## src/rtl/bufer_write_ctrl_pkg.sv

```systemverilog
// bufer_write_ctrl_pkg
//   Shared definitions for the ping-pong frame buffer write side. These
//   constants take the place of the old define.v:
//     FSMC_WIDTH     - width of a buffer word
//     DATA_READ_RAZR - width of a buffer address
//     LENTH_BUFER    - buffer depth, equal to 2**DATA_READ_RAZR
//   It also holds the writer state encodings.
package bufer_write_ctrl_pkg;

  localparam int FSMC_WIDTH     = 16;
  localparam int DATA_READ_RAZR = 8;
  localparam int LENTH_BUFER    = 1 << DATA_READ_RAZR;

  typedef enum logic [1:0] {
    ST_IDLE = 2'd0,
    ST_FILL = 2'd1,
    ST_HOLD = 2'd2
  } wr_state_t;

endpackage

```

## src/rtl/bufer_write_ctrl.sv

```systemverilog
// bufer_write_ctrl
//   Write-side controller for the ping-pong frame buffer. It takes a stream of
//   words with a valid strobe and turns it into buffer write strobes,
//   addresses and data. When a frame is complete, it swaps banks and signals
//   the FSMC reader. If the reader still owns the previous bank, the controller
//   drops incoming words and sets a sticky overflow flag.
//
// Ports
//   CLK, RESET    clock; asynchronous active-high reset
//   start_write   level; 1 enables capture, 0 stops or aborts
//   FRAME_LEN     words per frame, latched when capture starts (0 = 2**ADDR_W)
//   DIN_VALID/DIN input stream, one word per cycle
//   RD_DONE       one-cycle pulse from the reader: its bank has been drained
//   BUFER_IN_EN   buffer write strobe (one cycle per accepted word)
//   NUMB_BYTE_IN  buffer write address
//   DATA_OUT      buffer write data
//   BUFER_CHANGE  bank select; the writer fills the bank opposite the reader
//   FRAME_READY   a full bank is waiting for the reader
//   OVERFLOW      sticky: a word was dropped while holding
//   FRAME_CNT     completed frames (wraps)
//   BUSY          controller is not idle
module bufer_write_ctrl
  import bufer_write_ctrl_pkg::*;
#(
  parameter int DATA_W = FSMC_WIDTH,
  parameter int ADDR_W = DATA_READ_RAZR,
  parameter int CNT_W  = 16
)(
  input  logic              CLK,
  input  logic              RESET,
  input  logic              start_write,
  input  logic [ADDR_W-1:0] FRAME_LEN,
  input  logic              DIN_VALID,
  input  logic [DATA_W-1:0] DIN,
  input  logic              RD_DONE,
  output logic              BUFER_IN_EN,
  output logic [ADDR_W-1:0] NUMB_BYTE_IN,
  output logic [DATA_W-1:0] DATA_OUT,
  output logic              BUFER_CHANGE,
  output logic              FRAME_READY,
  output logic              OVERFLOW,
  output logic [CNT_W-1:0]  FRAME_CNT,
  output logic              BUSY
);

  wr_state_t         r_state;
  logic [ADDR_W-1:0] r_wr_ptr;
  logic [ADDR_W-1:0] r_last_idx;
  logic              r_swap_pend;
  logic              r_wr_en;
  logic [ADDR_W-1:0] r_addr;
  logic [DATA_W-1:0] r_data;
  logic              r_bank;
  logic              r_ready;
  logic              r_ovf;
  logic [CNT_W-1:0]  r_cnt;

  // A completed frame may be handed over if the reader holds nothing, or if
  // it releases its bank at the same edge as the swap.
  logic w_swap_ok;
  logic w_last;
  assign w_swap_ok = !r_ready || RD_DONE;
  assign w_last    = (r_wr_ptr == r_last_idx);

  always_ff @(posedge CLK or posedge RESET) begin
    if (RESET) begin
      r_state     <= ST_IDLE;
      r_wr_ptr    <= '0;
      r_last_idx  <= '0;
      r_swap_pend <= 1'b0;
      r_wr_en     <= 1'b0;
      r_addr      <= '0;
      r_data      <= '0;
      r_bank      <= 1'b0;
      r_ready     <= 1'b0;
      r_ovf       <= 1'b0;
      r_cnt       <= '0;
    end else begin
      r_wr_en <= 1'b0;
      // The reader releases its bank. A swap at this edge assigns r_ready
      // later in the block, so the set has priority over this clear.
      if (RD_DONE) r_ready <= 1'b0;

      case (r_state)
        ST_IDLE: begin
          if (start_write) begin
            r_state     <= ST_FILL;
            r_last_idx  <= FRAME_LEN - 1'b1;  // FRAME_LEN=0 wraps to all-ones
            r_wr_ptr    <= '0;
            r_ovf       <= 1'b0;
            r_swap_pend <= 1'b0;
          end
        end

        ST_FILL: begin
          // The swap happens one edge after the last word is accepted, so
          // that word's strobe still targets the old bank.
          if (r_swap_pend && w_swap_ok) begin
            r_bank  <= ~r_bank;
            r_ready <= 1'b1;
            r_cnt   <= r_cnt + 1'b1;
          end

          if (r_swap_pend && !w_swap_ok) begin
            // The reader still owns the other bank. Park the full frame and
            // drop words until the reader releases it.
            r_swap_pend <= 1'b0;
            if (!start_write) begin
              r_state <= ST_IDLE;
            end else begin
              r_state <= ST_HOLD;
              if (DIN_VALID) r_ovf <= 1'b1;
            end
          end else begin
            r_swap_pend <= 1'b0;
            if (DIN_VALID) begin
              r_wr_en <= 1'b1;
              r_addr  <= r_wr_ptr;
              r_data  <= DIN;
              if (w_last) begin
                r_wr_ptr    <= '0;
                r_swap_pend <= 1'b1;
              end else begin
                r_wr_ptr <= r_wr_ptr + 1'b1;
              end
            end
            // Abort: the word above is still written, but the partial frame
            // is discarded and no swap is made.
            if (!start_write) begin
              r_state     <= ST_IDLE;
              r_wr_ptr    <= '0;
              r_swap_pend <= 1'b0;
            end
          end
        end

        ST_HOLD: begin
          if (DIN_VALID) r_ovf <= 1'b1;
          if (!start_write) begin
            // The full bank remains marked ready so the reader can drain it.
            r_state <= ST_IDLE;
          end else if (RD_DONE) begin
            r_bank   <= ~r_bank;
            r_ready  <= 1'b1;
            r_cnt    <= r_cnt + 1'b1;
            r_wr_ptr <= '0;
            r_state  <= ST_FILL;
          end
        end

        default: r_state <= ST_IDLE;
      endcase
    end
  end

  assign BUFER_IN_EN  = r_wr_en;
  assign NUMB_BYTE_IN = r_addr;
  assign DATA_OUT     = r_data;
  assign BUFER_CHANGE = r_bank;
  assign FRAME_READY  = r_ready;
  assign OVERFLOW     = r_ovf;
  assign FRAME_CNT    = r_cnt;
  assign BUSY         = (r_state != ST_IDLE);

endmodule

```

## config.mk

```make
export PLATFORM = sky130hd
export DESIGN_NAME = bufer_write_ctrl
export DESIGN_NICKNAME = d
export VERILOG_FILES = /design/src/rtl/bufer_write_ctrl_pkg.sv /design/src/rtl/bufer_write_ctrl.sv
export SDC_FILE = /design/constraint.sdc
export NUM_CORES = 1
export LEC_CHECK = 0
export ABC_AREA = 1
export CAP_MARGIN = 25
export CORE_MARGIN = 1
export CORE_UTILIZATION = 62
export CTS_BUF_LIST = sky130_fd_sc_hd__clkbuf_8
export CTS_CLUSTER_SIZE = 12
export DETAILED_ROUTE_END_ITERATION = 7
export DONT_BUFFER_PORTS = 1
export PLACE_DENSITY = 0.78
export SYNTH_ARGS = -nofsm -noshare
export SYNTH_HDL_FRONTEND = slang
export SYNTH_SLANG_ARGS = --single-unit
```

## constraint.sdc

```tcl
create_clock -name CLK -period 3.9 [get_ports CLK]
set_clock_uncertainty 0.1 [all_clocks]
set_input_delay 0.585 -clock CLK [delete_from_list [all_inputs] [get_ports CLK]]
set_output_delay 0.585 -clock CLK [all_outputs]
set_load 0.01 [all_outputs]
```

==> metrics.txt <==
Syn-to-layout area delta=6.356%; IO Pins=74; Die Y-Extent=74.38 um; drt wl/cell=13.41 um; Clock power frac=24.8%; status=finished, final reports clean; vias in the first global route=2422; ANT nets after route=0; fin crit period=2149 ps; Final Hold Viols=0; Post-route DRC=0; IR drop worst, VDD=0.0003186 V; Mean Syn Cell Area=8.020 sq um; Setup WS post-layout=1751 ps; Routability Congestion=0.9080; Seq/Total Area, Yosys=48.54%; # setup viols final=0; CTS Root Cell=clkbuf_8; Worst path most repeated cell=nand2_1; Starting Density=66.56%; Yosys cell types=29; Hold WS=148.4 ps; Setup crit end kind=register; Pwr Density=574.6 nW/um^2; sequential power share=50.4%; vias=2528; Die W=74.38 um; Crit path largest cell delay=400 ps; Routed WL=6.450 mm; Max Cap Viol=0; CTS H-tree depth=3; Clock Tree Buf Depth=2; hold buffer count at cts=0; CP Cell Sequence=inv_1, ha_1, nand2_1, nor2_4, inv_2, nand2_1, o21ai_1; Final Slew Violations=0; initial antenna violation count=0; Yosys reg bits=63; first drt pass iteration count=4; Clk pin slew, worst setup/hold paths=70 ps; Period Utilization, post-route=55.11%; startpoint types=register; Antenna Diode Count=0; leakage power=1.746 nW; CTS tree=yes; Max FO, Critical Path=32; die area=5532 sq um; Avg Vias per Cell=5.256; Hold Crit Class=input pin to async pin; global-route wire length before repair=10.52 mm; switching share of power=38.77%; crit path max-delay cell type=dfrtp_1; Cells after Synth=405; Fmax achieved=0.4653 GHz; DR top layer=met4; Critical Path RT=4020 ps; NetSw=0.7697 mW; met3 routed WL=463 um; unrepaired setup endpoints after global routing=false; Rows=25; Finished Layout Cells=481; DP Worst Slack=1775 ps; Arr. time, crit path=2270 ps; placed cell count=465; hpwl dp=4.680 mm; Initial DRC Count=156; buffers added on ports=0; met1 WL=2.751 mm; internal power=1.215 mW; pin count of the biggest net entering global routing=39; Rel. slew slack=49.66%; post-CTS resize count=0; Clk Latency, worst-skew pair=340 ps; met2 WL=3.161 mm; total track usage=25.51%; Least-Margin Pin Slew=754.0 ps; Critical Setup Path Class=register to register; Post-Syn Area=3248 sq um; YS warnings=0; final net count=445; post-CTS setup buffers=0; GRT overflow=0; total power=1.985 mW; fillcell total=417; Core ar.=4880 sq um; combinational share of power=24.8%; CTS Sinks=63; number of buffers created by CTS=9; Mapped Nets=441; layout cells sized above 1=9.903%; Final TNS setup=0 ps; R2R setup slack=1750 ps
## cell usage after synthesis (all sizes together)
cell type,n,area share (%)
inv,48,5.5
clkbuf,1,0.12
a21boi,3,0.69
a21oi,3,0.46
ha,7,2.7
nand4,6,1.2
dfrtp,63,49
nand3,17,3.0
or2,1,0.19
nand2,161,20
nor3,5,0.77
a31oi,4,0.77
o21a,1,0.23
xnor2,9,2.9
buf,7,1.7
nor2,31,4.4
o21ai,27,4.3
nand3b,2,0.46
xor2,9,2.4
## flip-flops by register name, summed over array words and instances, names as in the netlist, 2 cells and up
name,count
DATA_OUT,16
r_wr_ptr,8
NUMB_BYTE_IN,8
r_last_idx,8
FRAME_CNT,16
r_state,2
## cells by family (layout without fill, tap and decap cells)
family	count (synthesis)	count (layout)	share of synthesized area, %
buf+inv	56	65	7.319
flops	63	63	48.54
fa+ha+maj	7	7	2.696
xor+xnor	18	18	5.316
compound gates	38	38	6.433
simple gates	223	223	29.70
## cell usage in the layout, fill, tap and decap left out, types with 6 or more instances in the layout
| master | netlist | layout |
|---|---|---|
| xor2_1 | 9 | 9 |
| nand2_2 | 6 | 6 |
| nand4_1 | 6 | 6 |
| ha_1 | 7 | 7 |
| o21ai_0 | 18 | 18 |
| nor2_1 | 27 | 27 |
| nand2_1 | 152 | 152 |
| inv_1 | 43 | 42 |
| dfrtp_1 | 63 | 63 |
| xnor2_1 | 7 | 7 |
| o21ai_1 | 8 | 8 |
| clkbuf_8 | 0 | 9 |
| nand3_1 | 16 | 16 |
| inv_2 | 5 | 6 |
## power groups by stage
stage          logic, mW  registers (mW)  clock network [mW]
3_3_place_gp       0.467            1.01                   0
5_1_grt            0.574            1.02               0.525
2_1_floorplan      0.427           0.973                   0
6_report           0.492            1.00               0.493
3_5_place_dp       0.491            1.01                   0
4_1_cts            0.493            1.00               0.505
## cell type report
type | instances | area (sq um) | share of cell area (%)
clock inverters | 7 | 48.80 | 1.413
inverters | 48 | 180.2 | 5.216
multi-input cells | 286 | 1434 | 41.51
flip-flops and latches | 63 | 1577 | 45.64
well taps | 67 | 83.83 | 2.427
repair buffers | 1 | 7.507 | 0.2173
clock buffers | 9 | 123.9 | 3.586
## per-layer routing
metal	up-vias	track usage [%]
met1	1179	30.04
met5	-	0
met2	74	43.04
met4	0	12.58
met3	12	6.911
li1	1263	-
## metrics by stage
step                      instance area, sq um  utilization [%]
after CTS                                 3455            70.79
after detailed placement                  3282            67.26
after global placement                    3282            67.26
final                                     3455            70.79
after global routing                      3455            70.79
after floorplan                           3248                -
## final timing paths
check                                              end  cells past startpoint                      start
max                        NUMB_BYTE_IN[4]$_DFFE_PP0P_                      7     r_state[1]$_DFFE_PP0P_
min                          FRAME_CNT[10]$_DFFE_PP0P_                      1                      RESET
max reg2reg                NUMB_BYTE_IN[4]$_DFFE_PP0P_                      7     r_state[1]$_DFFE_PP0P_
min reg2reg                  r_last_idx[7]$_DFFE_PP0P_                      2  r_last_idx[7]$_DFFE_PP0P_
max in group asynchronous     BUFER_CHANGE$_DFFE_PP0P_                      2                      RESET
min in group CLK             r_last_idx[0]$_DFFE_PP0P_                      1               FRAME_LEN[0]
## critical path: cells and delay by family, from the launching register on
kind / cells / cell delay (ps)
buffers and inverters: 2 / 430
and+or+nand+nor: 3 / 700
adders and majority gates: 1 / 300
AOI/OAI and AO/OA: 1 / 80
DFF: 1 / 400
No activity file was read; power rests on OpenSTA's default activity.
